File: src/rtl/hamming74_decoder_pipe_pkg.sv
// Shared definitions for the Hamming(7,4) decoder slice.
// Codewords use position numbering [1:7] (p1 p2 d3 p4 d5 d6 d7), so
// code[1] is the MSB of a written literal. Syndromes are {s4,s2,s1}, and
// a nonzero syndrome names the codeword position to invert.
package hamming74_decoder_pipe_pkg;

   localparam int CODE_W = 7;
   localparam int SYN_W  = 3;
   localparam int DATA_W = 4;

   // Parity positions
   localparam int P1 = 1;
   localparam int P2 = 2;
   localparam int P4 = 4;

   // Data positions
   localparam int D3 = 3;
   localparam int D5 = 5;
   localparam int D6 = 6;
   localparam int D7 = 7;

   // Stage-1 payload: the received word plus its syndrome
   typedef struct packed {
      logic [1:CODE_W]    code;
      logic [SYN_W-1:0]   syn;
   } stage1_t;

   // One-hot mask selecting the codeword position named by the syndrome.
   // Position 1 is the MSB, so position n is the MSB shifted right by n-1.
   function automatic logic [1:CODE_W] flipMask(input logic [SYN_W-1:0] syn);
      flipMask = (syn == 3'd0) ? 7'd0 : (7'b1000000 >> (syn - 3'd1));
   endfunction

   // Pull {d3,d5,d6,d7} out of a codeword
   function automatic logic [DATA_W-1:0] extractData(input logic [1:CODE_W] code);
      extractData = {code[D3], code[D5], code[D6], code[D7]};
   endfunction

endpackage

File: src/rtl/hamming74_syndrome.sv
// Combinational Hamming(7,4) syndrome generator.
// Ports:
//   code_i      [1:7]  codeword, p1 p2 d3 p4 d5 d6 d7
//   syndrome_o  [2:0]  {s4,s2,s1}; nonzero value is the flipped position
module hamming74_syndrome
   import hamming74_decoder_pipe_pkg::*;
(
   input  logic [1:CODE_W]   code_i,
   output logic [SYN_W-1:0]  syndrome_o
);

   // Each parity bit covers the positions whose index has that bit set
   always_comb begin
      syndrome_o[0] = code_i[P1] ^ code_i[D3] ^ code_i[D5] ^ code_i[D7];
      syndrome_o[1] = code_i[P2] ^ code_i[D3] ^ code_i[D6] ^ code_i[D7];
      syndrome_o[2] = code_i[P4] ^ code_i[D5] ^ code_i[D6] ^ code_i[D7];
   end

endmodule

File: src/rtl/hamming74_decoder_pipe.sv
// Two-stage pipelined Hamming(7,4) single-error-correcting decoder.
// Stage 1 captures the codeword and its syndrome; stage 2 holds the
// corrected data, syndrome and error flag. A saturating counter tallies
// delivered words that needed correction.
// Ports:
//   clk, rst_n          clock (rising edge), async active-low reset
//   in_valid/in_ready   input handshake for in_code [1:7]
//   out_valid/out_ready output handshake for out_data/out_syndrome/out_err
//   clr_count           synchronous clear of err_count (wins over increment)
//   err_count [CNT_W]   saturating count of delivered words with out_err=1
module hamming74_decoder_pipe
   import hamming74_decoder_pipe_pkg::*;
#(
   parameter int CNT_W = 8
)
(
   input  logic                clk,
   input  logic                rst_n,
   input  logic                in_valid,
   output logic                in_ready,
   input  logic [1:CODE_W]     in_code,
   output logic                out_valid,
   input  logic                out_ready,
   output logic [DATA_W-1:0]   out_data,
   output logic [SYN_W-1:0]    out_syndrome,
   output logic                out_err,
   input  logic                clr_count,
   output logic [CNT_W-1:0]    err_count
);

   logic                s1Valid_q, s1Valid_d;
   stage1_t             s1_q, s1_d;
   logic                s2Valid_q, s2Valid_d;
   logic [DATA_W-1:0]   outData_q, outData_d;
   logic [SYN_W-1:0]    outSyn_q, outSyn_d;
   logic                outErr_q, outErr_d;
   logic [CNT_W-1:0]    errCount_q, errCount_d;
   logic [SYN_W-1:0]    inSyn;
   logic                adv2;
   logic                inReady;

   hamming74_syndrome u_syndrome (
      .code_i     (in_code),
      .syndrome_o (inSyn)
   );

   // Both stages advance together whenever the output slot is empty or
   // draining, so an empty stage never blocks the one behind it. Payload
   // registers only load on valid words to keep held outputs clean.
   always_comb begin
      adv2    = !s2Valid_q || out_ready;
      inReady = !s1Valid_q || adv2;

      s1Valid_d = s1Valid_q;
      s1_d      = s1_q;
      if (inReady) begin
         s1Valid_d = in_valid;
         if (in_valid) begin
            s1_d.code = in_code;
            s1_d.syn  = inSyn;
         end
      end

      s2Valid_d = s2Valid_q;
      outData_d = outData_q;
      outSyn_d  = outSyn_q;
      outErr_d  = outErr_q;
      if (adv2) begin
         s2Valid_d = s1Valid_q;
         if (s1Valid_q) begin
            outData_d = extractData(s1_q.code ^ flipMask(s1_q.syn));
            outSyn_d  = s1_q.syn;
            outErr_d  = |s1_q.syn;
         end
      end

      // Clear has priority; increment stops at all-ones
      errCount_d = errCount_q;
      if (clr_count) begin
         errCount_d = '0;
      end else if (s2Valid_q && out_ready && outErr_q && (errCount_q != '1)) begin
         errCount_d = errCount_q + CNT_W'(1);
      end
   end

   always_ff @(posedge clk or negedge rst_n) begin
      if (!rst_n) begin
         s1Valid_q  <= 1'b0;
         s1_q       <= '0;
         s2Valid_q  <= 1'b0;
         outData_q  <= '0;
         outSyn_q   <= '0;
         outErr_q   <= 1'b0;
         errCount_q <= '0;
      end else begin
         s1Valid_q  <= s1Valid_d;
         s1_q       <= s1_d;
         s2Valid_q  <= s2Valid_d;
         outData_q  <= outData_d;
         outSyn_q   <= outSyn_d;
         outErr_q   <= outErr_d;
         errCount_q <= errCount_d;
      end
   end

   assign in_ready     = inReady;
   assign out_valid    = s2Valid_q;
   assign out_data     = outData_q;
   assign out_syndrome = outSyn_q;
   assign out_err      = outErr_q;
   assign err_count    = errCount_q;

endmodule

File: config.mk
export PLATFORM = sky130hd
export DESIGN_NAME = hamming74_decoder_pipe
export DESIGN_NICKNAME = d
export VERILOG_FILES = /design/src/rtl/hamming74_decoder_pipe_pkg.sv /design/src/rtl/hamming74_syndrome.sv /design/src/rtl/hamming74_decoder_pipe.sv
export SDC_FILE = /design/constraint.sdc
export NUM_CORES = 1
export LEC_CHECK = 0
export CAP_MARGIN = 20
export CORE_MARGIN = 5
export CORE_UTILIZATION = 30
export DETAILED_ROUTE_END_ITERATION = 16
export GPL_TIMING_DRIVEN = 0
export PLACE_DENSITY = 0.55
export SYNTH_ARGS = -nofsm -noshare
export SYNTH_HDL_FRONTEND = slang
export SYNTH_SLANG_ARGS = --single-unit
File: constraint.sdc
create_clock -name clk -period 3.4 [get_ports clk]
set_clock_uncertainty 0.1 [all_clocks]
set_input_delay 0.68 -clock clk [delete_from_list [all_inputs] [get_ports clk]]
set_output_delay 0.68 -clock clk [all_outputs]
set_load 0.05 [all_outputs]
Word level (Yosys, flattened, before mapping)
Index checks and enable logic that the tools add are counted.
Storage, ports and cells
  flip-flop bits (word level): 26
  bits in latches: 0
  RAM bits: 0
  memory bits (read-only): 0
  input port bits: 12
  output and inout port bits: 18
  word-level logic and storage cells: 37
  memories kept: 0
Cells by class
  $add $sub $neg: 2
  multiply operators: 0
  div/mod/pow operators: 0
  $lt $le $gt $ge: 0
  eq/ne operators: 1
  shifts and indexed selects: 1
  multiplexer cells: 3
  bitwise gates (word level): 10
  reduce and logical (&&, ||, !) cells: 12
Operators with widths (count)
  2-to-1 mux 8 bit: 2
  bitwise XOR 1 bit: 9
  adder 8 x 1 -> 8 bit (second input constant): 1
  != test 8 bit (second input constant): 1
  right shift 7 x 3 -> 5 bit (first input constant): 1
  2-to-1 mux 5 bit: 1
  bitwise XOR 5 bit: 1
  AND reduction 2 bit: 2
  logical AND 1 bit: 3
  logical NOT 3 bit: 1
  OR reduction 3 bit: 1
  subtractor 3 x 1 -> 3 bit (second input constant): 1
  logical NOT 1 bit: 2
  logical OR 1 bit: 2
  nonzero test 2 bit: 1

Depth between registers and ports, before layout
Gate-level depths: netlist of the first run.
  word-level depth: 5
  depth in mapped cells: 5

Cells and area by module
From an unflattened synthesis of the first run, not the netlist that was laid out.
Second synthesis, totals
  cell total of the unflattened synthesis: 103
  area, all modules: 1249.9 sq um
Modules (own cells, without submodules)
  hamming74_decoder_pipe: instances 1, cells an instance 95, area an instance 1179.9 sq um, seq. area each 625.6 sq um
  hamming74_syndrome: instances 1, cells an instance 8, area an instance 70.1 sq um, seq. area each 0.0 sq um

Least setup slack after synthesis of the first run
Ideal clock, no wire load.
  kind: reg-to-reg
  from: register s2Valid_q, in the netlist out_valid
  to: register s1_q[3] (netlist bit)
  arrival: 1.971 ns
  data required time: 3.175 ns
  path slack: 1.204 ns
  stages on the path, launching flop included: 4
  path buffers: 0
  cells stage by stage: dfrtp_1 > nand3b_1 > nand2_1 > mux2_2
On the way
  word-level cells in the longest chain between the ends: 4
Ends and longest elaborated chain
  start, declared: RTL line hamming74_decoder_pipe.sv:33  | logic s2Valid_q, s2Valid_d;
  start signal, assigned: RTL line hamming74_decoder_pipe.sv:98  | s2Valid_q <= s2Valid_d;
  logical NOT 1 bit: RTL line hamming74_decoder_pipe.sv:51  | adv2 = !s2Valid_q || out_ready;
  logical OR 1 bit: RTL line hamming74_decoder_pipe.sv:51
  logical OR 1 bit: RTL line hamming74_decoder_pipe.sv:52  | inReady = !s1Valid_q || adv2;
  via in_ready: RTL line hamming74_decoder_pipe.sv:20  | output logic in_ready,
  AND reduction 2 bit (no line)
  end signal, assigned: RTL line hamming74_decoder_pipe.sv:89  | s1_q <= '0;
  end signal, assigned: RTL line hamming74_decoder_pipe.sv:97  | s1_q <= s1_d;
  end, declared: RTL line hamming74_decoder_pipe.sv:32  | stage1_t s1_q, s1_d;
The timed path passes the listed nets, and every way through them passes these cells.
A chain may end at the register's enable or synchronous reset.

Worst setup path after layout of the first run
  from: input port out_ready
  to: output port in_ready
On the way
  word-level cells in the longest chain between the ends: 2
Ends and longest elaborated chain
  start, declared: RTL line hamming74_decoder_pipe.sv:23  | input logic out_ready,
  logical OR 1 bit: RTL line hamming74_decoder_pipe.sv:51
  logical OR 1 bit: RTL line hamming74_decoder_pipe.sv:52
  end, declared: RTL line hamming74_decoder_pipe.sv:20
No other way between the ends.

==> results by stage, run 1 <==
Synth:
- Summing the areas of all xor and xnor instances in the mapped netlist gives 11.8% of the synthesized area.
- The simple logic cell fraction of the synthesized area is about 18%.
- The post-synthesis sequential element count is 25.
- The multiplexer share of the synthesized area is about 7.5%.
- The cell count after synthesis is about 110.
- Synthesis produced a netlist with a net count of about 120.
- The share of synthesized area in the top cell type comes to a little over half.
- After Yosys synthesis, full adders, half adders and majority gates account for ~1.1% of the synthesized area.
- The synthesized-area fraction occupied by ao, oa, aoi and oai cells is under 10%.
- Summing the sequential cell areas from Yosys gives between 50% and 60% of the chip area.
- Of all cell types, the one taking the most synthesized area is sky130_fd_sc_hd__dfrtp_1.
- Summing every instance area after synthesis gives around 1200 um2.
- The count of yosys warnings during synthesis is 0.
- Yosys attributes the largest share of cell area to sky130_fd_sc_hd__dfrtp_1 (53%), sky130_fd_sc_hd__mux2_2 (6.6%), sky130_fd_sc_hd__xnor2_1 (5.9%), sky130_fd_sc_hd__xor2_1 (5.9%), sky130_fd_sc_hd__o21ai_0 (4.2%).
- The combinational family with the most area after synthesis is simple AND/OR/NAND/NOR gates.
- The synthesized area per cell is ~11 um2.
- The synthesized netlist contains 28 unique library cells.

Placement:
- The global placement routability congestion is between 0.6 and 0.7.
- The HPWL after detailed placement is about 1900 um.
- In this run the tool buffered the top-level ports with 28 buffer cells.
- The total placed cells including tap cells is 187.

Final layout:
- Summing all multi-input logic gate instances after layout gives 554 um2.
- The filler cells instantiated in the layout total 408.
- The number of diodes added for antenna fixing is 0.
- The area occupied by registers is approximately 630 um2.
- The fraction of final layout cells with drive strength greater than 1 is roughly an eighth.
- For this run, the number of standard cells in the final layout without fillers is 191.
- Relative to the synthesized area, the layout overhead comes to 35.0%.
- For this run, the post-layout net count is between 150 and 200.

STA:
- The time the final worst path needs with I/O delays and setup is about 2900 ps.
- Setup repair after global routing left no endpoint under its margin.
- The final count of hold timing violations is 0.
- The final period utilization is between 80% and 90%.
- The transition time at the pin with the least slew margin is 501 ps.
- The final worst hold slack is 387 ps.
- The final setup TNS is 0 ps.
- The worst slew margin relative to its limit is between 60% and 70%.
- The peak clock frequency supported by timing is between 300 and 400 MHz.
- The number of setup violations in the final report is 0.
- The number of pins exceeding their max-slew limit in the final report is 0.

Power and ir drop:
- The worst-case IR drop observed on VDD is between 0.2 and 0.3 mV.
- In this run the power density over the cells is 539 nW/um2.
- The analysis attributes to cell leakage a power of approximately 0.66 nW.
- The design draws roughly 0.87 mW.

Clock tree:
- The total of cells resized after clock tree synthesis is 0.
- The clock insertion delay at the later pin of the skew report is 270 ps.
- Counting along the longest clock path gives a buffer depth of 2.
- The clock tree root buffer cell is sky130_fd_sc_hd__clkbuf_8.
- The hold-fix buffer count after cts is 0.
- After clock tree synthesis, the clock-pin slew on the worst setup and hold paths is around 80 ps.
- The total setup buffers inserted after CTS is 0.
- The number of H-tree levels is 1.
- The number of CTS-inserted buffers is 3.
- Counting every sink on the clock net gives 25.
- TritonCTS built the clock tree.

Global routing:
- The global routing usage summed across all routing layers is 9.83%.
- The final global-route overflow total is 0.
- Entering global routing, the biggest net connects 21 pins.
- The first global-routing pass estimated roughly 4100 um of wire.
- The number of antenna violations at the first check in global routing is 0.
- The number of global-route vias before repair is around 900.

Min path:
- The tightest min-delay check is of the reg2reg type.

Critical path:
- The critical path is of the in2out type.
- STA classifies the critical path endpoint as a primary output.
- The critical path arrival is 2170 ps.
- Of all nets on the critical path, the largest fanout is 3.
- Data on the critical path is required at its endpoint by ~2600 ps.
- The nature of the critical path startpoint is an input pin.

Floorplan:
- The standard cell core area is between 3000 and 4000 um2.
- In this run the core area contains 23 standard-cell rows.
- The die covers roughly 5300 um2.
- Measured along the x axis, the die boundary spans roughly 73 um.
- 30 I/O pins were placed.
- From bottom edge to top edge, the die measures 73.0 um.
- The starting density of the core is ~30%.

Drt:
- The number of vias after detailed routing is about 890.
- For this block, the initial DRC count from the detailed router was 27.
- The number of design rule violations left after detail routing is 0.
- In this run the remaining antenna-violating nets after routing total 0.
- Dividing the detail-routed via count by the number of cells gives roughly 4.6.
- The detailed-router iteration count before antenna repair is 3.
- The wire length after detailed routing is 2330 um.
- Dividing the detail-routed wire length by the instance count gives between 10 and 15 um.

Run:
- Max-cap violations in this run came to 0.

Run status:
- The flow ran to the end, and the final reports show no timing, DRC or antenna violations.
## per-layer routing
metal | vias up | global-route usage, % | share of wire [%]
met5 | - | 0 | 0
met2 | 22 | 17.3 | 51
met4 | 0 | 3.07 | 0.43
li1 | 435 | - | -
met3 | 2 | 3.44 | 7.6
met1 | 426 | 11.0 | 41
## cell usage after synthesis (all sizes together)
cell	instances
dfrtp	25
nand2	13
o21ai	11
xnor2	8
xor2	8
mux2	7
nor2	7
nand3	4
a21oi	3
and3	3
nand2b	2
nand3b	2
o211ai	2
or3	2
and4bb	1
buf	1
clkbuf	1
ha	1
inv	1
mux2i	1
nand4	1
nor3	1
o31ai	1
or2b	1
or4	1
## registers in the layout (all words and copies together) (netlist names)
name          count
out_err           1
s1Valid_q         1
out_data          4
out_syndrome      3
s1_q              7
err_count         8
out_valid         1
## worst paths after layout
kind | startpoint | end | slack (ps) | depth (start not counted)
worst min-delay path | out_data[3]$_DFFE_PN0P_ | out_data[3]$_DFFE_PN0P_ | 390 | 2
max in group asynchronous | rst_n | s1_q[7]$_DFFE_PN0P_ | 2190 | 2
min in group asynchronous | rst_n | err_count[5]$_DFFE_PN0P_ | 590 | 1
worst max-delay path | out_ready | in_ready | 450 | 3
worst max register to register | err_count[0]$_DFFE_PN0P_ | err_count[7]$_DFFE_PN0P_ | 1620 | 5
worst min register to register | out_data[3]$_DFFE_PN0P_ | out_data[3]$_DFFE_PN0P_ | 390 | 2
## cell usage in the layout (no fill, tap or decap)
cell	n
sky130_fd_sc_hd__and4bb_2	1
sky130_fd_sc_hd__buf_1	1
sky130_fd_sc_hd__o21ai_4	1
sky130_fd_sc_hd__or4_1	1
sky130_fd_sc_hd__inv_1	1
sky130_fd_sc_hd__and3_1	2
sky130_fd_sc_hd__nand2b_1	2
sky130_fd_sc_hd__nor2_1	7
sky130_fd_sc_hd__o21ai_0	10
sky130_fd_sc_hd__nand2_1	13
sky130_fd_sc_hd__or3_1	2
sky130_fd_sc_hd__clkbuf_1	1
sky130_fd_sc_hd__o211ai_1	2
sky130_fd_sc_hd__clkinv_2	1
sky130_fd_sc_hd__or2b_1	1
sky130_fd_sc_hd__mux2_2	7
sky130_fd_sc_hd__buf_16	1
sky130_fd_sc_hd__clkbuf_8	3
sky130_fd_sc_hd__dfrtp_1	25
sky130_fd_sc_hd__ha_1	1
sky130_fd_sc_hd__and3_4	1
sky130_fd_sc_hd__clkdlybuf4s50_1	28
sky130_fd_sc_hd__nand3_2	1
sky130_fd_sc_hd__xor2_1	8
sky130_fd_sc_hd__o31ai_1	1
sky130_fd_sc_hd__mux2i_1	1
sky130_fd_sc_hd__nand4_2	1
sky130_fd_sc_hd__xnor2_1	8
sky130_fd_sc_hd__nor3_1	1
sky130_fd_sc_hd__nand3b_1	2
sky130_fd_sc_hd__nand3_1	3
sky130_fd_sc_hd__a21oi_1	3
## where the power goes
group | switching [mW] | internal [mW]
Sequential | 0.0417 | 0.345
Clock | 0.0927 | 0.0819
Combinational | 0.186 | 0.120
Total | 0.320 | 0.547
## cell type report
class | instances | share of cell area (%)
sequential | 25 | 38.9
multi-input combinational | 80 | 34.5
timing repair buffer | 29 | 19.1
tap | 50 | 3.89
clock buffer | 3 | 2.57
buffer | 2 | 0.467
clock inverter | 1 | 0.311
inverter | 1 | 0.233
## through the flow
stage	setup slack, ps	util, %	area [um2]
after floorplan	1200	-	1190
after global placement	459	39.2	1530
after detailed placement	448	39.9	1560
after CTS	432	41.1	1610
after global routing	401	41.1	1610
final	453	41.1	1610
## cell families (layout without fill, tap and decap cells)
| group | Yosys count | in the layout |
|---|---|---|
| compound gates | 17 | 17 |
| xor+xnor | 16 | 16 |
| fa+ha+maj | 1 | 1 |
| buf+inv | 3 | 36 |
| flops | 25 | 25 |
| mux | 8 | 8 |
| simple gates | 38 | 38 |
## critical path: stages
cell	delay [ps]
sky130_fd_sc_hd__clkdlybuf4s50_1	490
sky130_fd_sc_hd__nand3b_1	170
sky130_fd_sc_hd__clkdlybuf4s50_1	820
No activity file was read; power rests on OpenSTA's default activity.
==> inputs of run 2 (changes only) <==
ABC_AREA = 1   (was default)
PLACE_DENSITY = 0.56   (was 0.55)
TNS_END_PERCENT = 30   (was default)
clock period = 2.6 ns   (was 3.4 ns; I/O delays follow)
==> run 2 against run 1 <==
Sequential cell count unchanged; design area up 7.5%; global-route usage is 0.74 points higher; area after synthesis rose by 8.9%; routed wire length is 16% higher; cell count is 32% higher; sequential power rose by 33%; critical path type unchanged; largest cell class unchanged; highest routed layer unchanged.
==> results by stage, run 2 <==
STA:
- The time the final worst path needs with I/O delays and setup is between 2000 and 2500 ps.
- The final count of hold timing violations came to 0 (unchanged).
- The final worst hold slack is 397 ps (was 387 ps).
- The number of pins exceeding their max-slew limit in the final report is 0 (unchanged).
- The final critical path takes up 89.0% of the cycle.
- The transition time at the pin with the least slew margin is 541 ps (was 501 ps).
- Setup repair after global routing missed its margin: false (unchanged).
- The worst slew margin relative to its limit is 63.8% (was 66.5%).
- Static timing analysis puts the maximum clock frequency at between 400 and 500 MHz.
- The number of setup violations in the final report is 0 (unchanged).
- The final setup TNS is 0 ps (unchanged).

Drt:
- The initial DRC count is 34 (was 27).
- The per-cell routed wire length is 10.7 um (was 12.2 um).
- The number of design rule violations left after detail routing was 0 (unchanged).
- The number of vias after detailed routing is 1,112 (was 885).
- The wire length after detailed routing was 2700 um (was 2330 um).
- The detailed-router iteration count before antenna repair was 4 (was 3).
- The residual antenna-violating net count after detailed routing is 0 (unchanged).
- The post-detailed-route via-to-cell ratio is 4.41 (was 4.63).

Global routing:
- The number of antenna violations at the first check in global routing is 0 (unchanged).
- The number of global-route vias before repair is 1,030 (was 927).
- The layer with the highest usage after global routing is met2 (unchanged).
- The global routing usage summed across all routing layers is 10.6% (was 9.83%).
- The pin count of the biggest net entering global routing is 18 (was 21).
- The global routing usage on met3 was 2.77% (was 3.44%).
- The met1 track demand over resource was 12.2% (was 11.0%).
- The final global-route overflow total was 0 (unchanged).
- The met2 routing resource usage after global routing is 18.5% (was 17.3%).
- The global-route wire length before repair came to 4560 um (was 4120 um).

Synth:
- The post-synthesis sequential element count came to 25 (unchanged).
- The most instantiated flip-flop cell in the synthesis netlist is sky130_fd_sc_hd__dfrtp_1 (unchanged).
- The synthesized area per cell is 7.82 um2 (was 11.0 um2).
- The share of synthesized flip-flops with an asynchronous set or reset is 100% (unchanged).
- The sequential fraction of the synthesis area is 48.2% (was 52.5%).
- The most common cell in the netlist is sky130_fd_sc_hd__nand2_1 (was sky130_fd_sc_hd__dfrtp_1).
- The cell count after synthesis came to 166 (was 108).
- Area contributors post-synth: sky130_fd_sc_hd__dfrtp_1 (48%), sky130_fd_sc_hd__nand2_1 (16%), sky130_fd_sc_hd__nand3_1 (6.6%), sky130_fd_sc_hd__o21ai_1 (5.4%), sky130_fd_sc_hd__inv_1 (4.9%) (was sky130_fd_sc_hd__dfrtp_1 (53%), sky130_fd_sc_hd__mux2_2 (6.6%), sky130_fd_sc_hd__xnor2_1 (5.9%), sky130_fd_sc_hd__xor2_1 (5.9%), sky130_fd_sc_hd__o21ai_0 (4.2%)).
- The portion of synthesized cell area occupied by the leading cell type is 48.2% (was 52.5%).
- The net count of the mapped netlist came to 179 (was 121).
- Top cell types by occurrence after synthesis: sky130_fd_sc_hd__nand2_1 (55), sky130_fd_sc_hd__dfrtp_1 (25), sky130_fd_sc_hd__inv_1 (17), sky130_fd_sc_hd__nand3_1 (17), sky130_fd_sc_hd__o21ai_1 (14) (was sky130_fd_sc_hd__dfrtp_1 (25), sky130_fd_sc_hd__nand2_1 (13), sky130_fd_sc_hd__o21ai_0 (10)).
- The count of flip-flops with a built-in enable after synthesis is 0 (unchanged).
- The number of different library cells in the post-synthesis netlist is 21 (was 28).
- The netlist area before placement is 1300 um2 (was 1190 um2).
- The library cell with the largest summed area after synthesis is sky130_fd_sc_hd__dfrtp_1 (unchanged).
- The count of yosys warnings during synthesis is 0 (unchanged).

Critical path:
- The startpoint of the most critical register-to-register path is err_count[1]$_DFFE_PN0P_ (was err_count[0]$_DFFE_PN0P_).
- The critical register-to-register path endpoint is err_count[7]$_DFFE_PN0P_ (unchanged).
- The setup slack on the worst flop-to-flop path is 1100 ps (was 1620 ps).
- The logic depth of the worst register-to-register path came to 9 (was 5).
- The highest fanout seen on the critical path is 3 (unchanged).
- The critical path endpoint category is a primary output (unchanged).
- The critical path class is in2out (unchanged).
- The required time of the critical path was 1980 ps (was 2620 ps).
- The critical path arrival is 1690 ps (was 2170 ps).
- The nature of the critical path startpoint is an input pin (unchanged).

Power and ir drop:
- The ratio of total power to cell area is 714 nW/um2 (was 539 nW/um2).
- The leakage component of the power is 0.786 nW (was 0.660 nW).
- The highest ir drop seen on vdd is 0.210 mV (was 0.267 mV).

Floorplan:
- The standard cell core area is 4260 um2 (was 3910 um2).
- The number of top-level pins is 30 (unchanged).
- The starting density of the core is 30.4% (about the same).
- The width of the chip is 75.8 um (was 73.0 um).
- The height of the die is 75.8 um (was 73.0 um).
- The number of placement rows is 24 (was 23).
- The floorplan die area was 5740 um2 (was 5330 um2).

Clock tree:
- The number of buffers on the longest clock path came to 2 (unchanged).
- The number of clock sinks is 25 (unchanged).
- The clock tree from TritonCTS is done (unchanged).
- The number of CTS-inserted buffers is 3 (unchanged).
- The total setup buffers inserted after CTS came to 0 (unchanged).
- The clock tree root buffer cell was sky130_fd_sc_hd__clkbuf_8 (unchanged).
- The clock-pin slew reported for the worst setup and hold paths after clock tree synthesis is 90 ps (was 80 ps).
- The number of H-tree levels is 1 (unchanged).
- The clock insertion delay at the later pin of the skew report came to 270 ps (about the same).

Run status:
- Run status: complete, no violations (unchanged).

Final layout:
- The number of flip-flops in the largest register came to 8 (unchanged).
- The number of nets in the finished design is 214 (was 155).
- The number of diodes added for antenna fixing is 0 (unchanged).
- The fraction of final layout cells with drive strength greater than 1 is 7.50% (was 12.1%).
- The area growth from synthesis to layout is 33.2% (was 35.0%).
- The leading cell type in the layout, fill and taps excluded is sky130_fd_sc_hd__nand2_1 (was sky130_fd_sc_hd__clkdlybuf4s50_1).
- Most used cells in the layout excluding fill and tap cells: sky130_fd_sc_hd__nand2_1 (55), sky130_fd_sc_hd__clkdlybuf4s50_1 (28), sky130_fd_sc_hd__dfrtp_1 (25), sky130_fd_sc_hd__inv_1 (17), sky130_fd_sc_hd__nand3_1 (17) (was sky130_fd_sc_hd__clkdlybuf4s50_1 (28), sky130_fd_sc_hd__dfrtp_1 (25), sky130_fd_sc_hd__nand2_1 (13), sky130_fd_sc_hd__o21ai_0 (10)).

Placement:
- The global placement routability congestion is 0.801 (was 0.692).
- The number of buffer cells added on primary ports is 29 (was 28).
- The HPWL after detailed placement came to 2180 um (was 1860 um).

Run:
- The count of max-cap constraint violations came to 0 (unchanged).

Min path:
- The critical hold path startpoint is out_syndrome[2]$_DFFE_PN0P_ (was out_data[3]$_DFFE_PN0P_).
- The number of cells traversed by the worst hold path came to 2 (unchanged).
- The sink of the worst hold path is out_syndrome[2]$_DFFE_PN0P_ (was out_data[3]$_DFFE_PN0P_).
- The class of the worst hold path is reg2reg (unchanged).
[run 2: cell count changes in the layout (fill, tap and decap cells not counted), sizes merged, moves of 5 or more]
cell,change
inv,+18
nand3,+13
o21ai,+5
nor2,+5
nand2,+46
mux2,-7
[run 2: cell type report]
class	count	area, um2
fill	466	2540
sequential	25	626
multi-input combinational	120	587
timing repair buffer	30	317
inverter	20	80.1
tap	52	65.1
clock buffer	3	41.3
clock inverter	1	7.51
buffer	1	5.00
[run 2: cell families (layout without fill, tap and decap cells)]
logic type | after synthesis | after routing | share of synthesized area, %
compound gates | 17 | 17 | 6.56
xor+xnor | 10 | 10 | 6.75
fa+ha+maj | 1 | 1 | 0.964
buf+inv | 21 | 55 | 6.56
flops | 25 | 25 | 48.2
simple gates | 92 | 92 | 31.0
[run 2: stage by stage]
stage / worst slack [ps] / instances / utilization, % / power [mW] / instance area, um2
2_1_floorplan: 566 / 166 / - / 0.833 / 1300
3_3_place_gp: 2.09 / 247 / 38.8 / 1.01 / 1650
3_5_place_dp: -7.93 / 248 / 39.4 / 1.02 / 1680
4_1_cts: 267 / 252 / 40.5 / 1.26 / 1730
5_1_grt: 211 / 252 / 40.5 / 1.32 / 1730
6_report: 285 / 252 / 40.5 / 1.23 / 1730
[run 2: report_power, final]
group / switching (mW) / internal, mW / leakage (nW)
clock: 0.127 / 0.109 / 0.0217
combinational: 0.320 / 0.165 / 0.446
sequential: 0.0524 / 0.460 / 0.318
total: 0.500 / 0.734 / 0.786
[run 2: how the worst max path moves through the flow]
stage,startpoint,end,cells after the start
3_5_place_dp,out_ready,in_ready,4
6_report,out_ready,in_ready,4
4_1_cts,out_ready,in_ready,4
3_3_place_gp,out_ready,in_ready,4
2_1_floorplan,out_valid$_DFFE_PN0P_,s1_q[0]$_DFFE_PN0P_,5
5_1_grt,out_ready,in_ready,4
[run 2: worst max-delay path, stage by stage]
cell                              delay (ps)
sky130_fd_sc_hd__clkdlybuf4s50_1         480
sky130_fd_sc_hd__inv_1                    50
sky130_fd_sc_hd__nand3_1                 100
sky130_fd_sc_hd__dlygate4sd2_1           540
[run 2: routing by layer]
| metal | vias to the layer above | part of all wire, % |
|---|---|---|
| li1 | 598 | - |
| met1 | 489 | 44 |
| met2 | 21 | 50 |
| met3 | 4 | 5.6 |
| met4 | 0 | 1.3 |
| met5 | - | 0 |
[run 2: repair_timing]
item | CTS | global route
endpoints found under the setup margin | 1 | 0
hold buffers | 0 | 0
resized for setup | 1 | 0
endpoints found under the hold margin | 0 | 0
==> inputs of run 3 (changes only) <==
SLEW_MARGIN = 30   (was default)
==> run 3 against run 2 <==
Cell count shrank 0.40%; fmax about the same; sequential power is essentially flat; die area is the same; clock power up 6%; design area shrank 1.8%; non-clock buffer count down 1; global-route usage is 0.19 points lower; largest cell class unchanged.
==> results by stage, run 3 (synthesis results as in run 2) <==
Run status:
- Run status: complete, no violations (unchanged).

Min path:
- The class of the worst hold path is in2async (was reg2reg).

Clock tree:
- The clock-pin slew reported for the worst setup and hold paths after clock tree synthesis is 100 ps (was 90 ps).
- The number of H-tree levels is 1 (unchanged).
- The number of buffers on the longest clock path is 2 (unchanged).
- The clock insertion delay at the later pin of the skew report is 280 ps (was 270 ps).
- The number of clock sinks is 25 (unchanged).
- The clock tree root buffer cell is sky130_fd_sc_hd__clkbuf_8 (unchanged).
- The total setup buffers inserted after CTS is 0 (unchanged).
- The hold-fix buffer count after cts was 0 (unchanged).
- The clock tree from TritonCTS was done (unchanged).
- The number of CTS-inserted buffers is 3 (unchanged).

Drt:
- The residual antenna-violating net count after detailed routing is 0 (unchanged).
- The number of vias after detailed routing came to 1,121 (was 1,112).
- The post-detailed-route via-to-cell ratio is 4.47 (was 4.41).
- The initial DRC count came to 20 (was 34).
- The detailed-router iteration count before antenna repair is 2 (was 4).
- The number of design rule violations left after detail routing was 0 (unchanged).
- The per-cell routed wire length is 10.8 um (was 10.7 um).
- The wire length after detailed routing is 2710 um (was 2700 um).

STA:
- The setup slack after layout came to 285 ps (about the same).
- The peak clock frequency supported by timing came to 432 MHz (about the same).
- The final period utilization is 89.0% (about the same).
- The final count of hold timing violations came to 0 (unchanged).
- Setup repair after global routing missed its margin: false (unchanged).
- The number of pins exceeding their max-slew limit in the final report is 0 (unchanged).
- The transition time at the pin with the least slew margin is 555 ps (was 541 ps).
- The number of setup violations in the final report was 0 (unchanged).
- The final setup TNS is 0 ps (unchanged).
- The time the final worst path needs with I/O delays and setup is 2310 ps (about the same).
- The worst slew margin relative to its limit is 63.0% (was 63.8%).

Final layout:
- The fraction of final layout cells with drive strength greater than 1 is 7.54% (was 7.50%).
- The number of diodes added for antenna fixing is 0 (unchanged).
- The area growth from synthesis to layout is 30.8% (was 33.2%).
- The final cell count without fillers was 251 (was 252).
- The final standard cell utilization of the core was 39.8% (was 40.5%).
- The leading cell type in the layout, fill and taps excluded is sky130_fd_sc_hd__nand2_1 (unchanged).
- The number of flip-flops in the largest register was 8 (unchanged).
- Most used cells in the layout excluding fill and tap cells: sky130_fd_sc_hd__nand2_1 (55), sky130_fd_sc_hd__clkdlybuf4s50_1 (27), sky130_fd_sc_hd__dfrtp_1 (25), sky130_fd_sc_hd__inv_1 (17), sky130_fd_sc_hd__nand3_1 (17) (was sky130_fd_sc_hd__nand2_1 (55), sky130_fd_sc_hd__clkdlybuf4s50_1 (28), sky130_fd_sc_hd__dfrtp_1 (25), sky130_fd_sc_hd__inv_1 (17), sky130_fd_sc_hd__nand3_1 (17)).
- The number of nets in the finished design is 213 (was 214).

Placement:
- The worst setup slack before clock tree synthesis is -8.92 ps (was -7.93 ps).
- The total placed cells including tap cells is 247 (was 248).
- The number of buffer cells added on primary ports was 29 (unchanged).
- The global placement routability congestion is 0.801 (unchanged).
- The HPWL after detailed placement is 2130 um (was 2180 um).

Floorplan:
- The number of placement rows is 24 (unchanged).
- The height of the die is 75.8 um (unchanged).
- The standard cell core area is 4260 um2 (unchanged).
- The starting density of the core came to 30.4% (unchanged).
- The number of top-level pins is 30 (unchanged).
- The width of the chip is 75.8 um (unchanged).
- The floorplan die area is 5740 um2 (unchanged).

Global routing:
- The global-route wire length before repair is 4490 um (was 4560 um).
- The pin count of the biggest net entering global routing is 26 (was 18).
- The number of global-route vias before repair is 1,046 (was 1,030).
- The final global-route overflow total came to 0 (unchanged).
- The global routing usage summed across all routing layers is 10.4% (was 10.6%).
- The number of antenna violations at the first check in global routing is 0 (unchanged).

Run:
- The count of max-cap constraint violations is 0 (unchanged).

Critical path:
- Cell breakdown of the critical path: clkdlybuf4s50_1 -> inv_1 -> nand3_1 -> dlygate4sd2_1 (unchanged).
- The nature of the critical path startpoint is an input pin (unchanged).
- The critical path endpoint category is a primary output (unchanged).
- The logic depth of the worst register-to-register path is 9 (unchanged).
- The critical path arrival is 1690 ps (about the same).
- The highest fanout seen on the critical path came to 3 (unchanged).
- The delay of the slowest cell on the worst path came to 540 ps (about the same).
- The critical path class is in2out (unchanged).
- The slowest cell on the critical path was sky130_fd_sc_hd__dlygate4sd2_1 (unchanged).
- The required time of the critical path is 1980 ps (about the same).

Power and ir drop:
- The ratio of total power to cell area is 731 nW/um2 (was 714 nW/um2).
- The switching power as a share of total power is 40.9% (was 40.5%).
- The design internal power was 0.733 mW (was 0.734 mW).
- The net switching power is 0.507 mW (was 0.500 mW).
- The combinational share of power is 38.6% (was 39.4%).
- The highest ir drop seen on vdd was 0.263 mV (was 0.210 mV).
- The relative contribution of the clock network to total power is 20.0% (was 19.1%).
- The leakage component of the power is 0.778 nW (was 0.786 nW).
- The register share of total power is 41.3% (was 41.6%).
## run 3: cell types whose count changed in the layout (fill, tap and decap cells not counted)
| cell | before | now |
|---|---|---|
| sky130_fd_sc_hd__buf_16 | 1 | 0 |
| sky130_fd_sc_hd__buf_2 | 1 | 2 |
| sky130_fd_sc_hd__clkdlybuf4s50_1 | 28 | 27 |
| sky130_fd_sc_hd__clkinvlp_4 | 1 | 0 |
| sky130_fd_sc_hd__inv_6 | 0 | 1 |
## run 3: area by class of cell
cell class,instances,area (um2)
fill,462,2570
inverter,20,80.1
clock inverter,1,8.76
tap,52,65.1
timing repair buffer,29,284
sequential,25,626
buffer,1,5.00
multi-input combinational,120,587
clock buffer,3,41.3
## run 3: power groups by stage
| stage | registers, mW | clock network [mW] | logic (mW) |
|---|---|---|---|
| floorplan | 0.696 | 0 | 0.137 |
| global placement | 0.523 | 0 | 0.487 |
| detailed placement | 0.523 | 0 | 0.488 |
| CTS | 0.515 | 0.263 | 0.488 |
| global route | 0.525 | 0.276 | 0.518 |
| finish | 0.512 | 0.249 | 0.479 |
## run 3: critical path: cells and delay by family
kind | cells | cell delay, ps
buffers and inverters | 3 | 1070
and+or+nand+nor | 1 | 100
## run 3: routing by layer
metal | vias to the layer above | GRT usage, % | part of all wire, %
met5 | - | 0 | 0
met4 | 0 | 4.27 | 2.3
met3 | 8 | 3.17 | 6.1
met2 | 22 | 18.7 | 49
met1 | 501 | 11.2 | 43
li1 | 590 | - | -
## run 3: what timing repair did
item	4_1_cts	5_1_grt
endpoints found under the hold margin	0	0
resized for setup	1	0
endpoints found under the setup margin	1	0
## run 3: path summary, 6_finish.rpt
check	start	end	slack (ps)
worst max-delay path	out_ready	in_ready	290
min in group clk	out_syndrome[2]$_DFFE_PN0P_	out_syndrome[2]$_DFFE_PN0P_	400
worst min-delay path	rst_n	out_valid$_DFFE_PN0P_	120
worst max register to register	err_count[1]$_DFFE_PN0P_	err_count[2]$_DFFE_PN0P_	1100
max in group asynchronous	rst_n	err_count[7]$_DFFE_PN0P_	1910
worst min register to register	out_syndrome[2]$_DFFE_PN0P_	out_syndrome[2]$_DFFE_PN0P_	400
## run 3: per-stage QoR
stage / hold slack, ps / instance area, um2 / total power, mW
floorplan: 124 / 1300 / 0.833
global placement: 379 / 1650 / 1.01
detailed placement: 382 / 1650 / 1.01
CTS: 139 / 1700 / 1.27
global route: 159 / 1700 / 1.32
finish: 116 / 1700 / 1.24
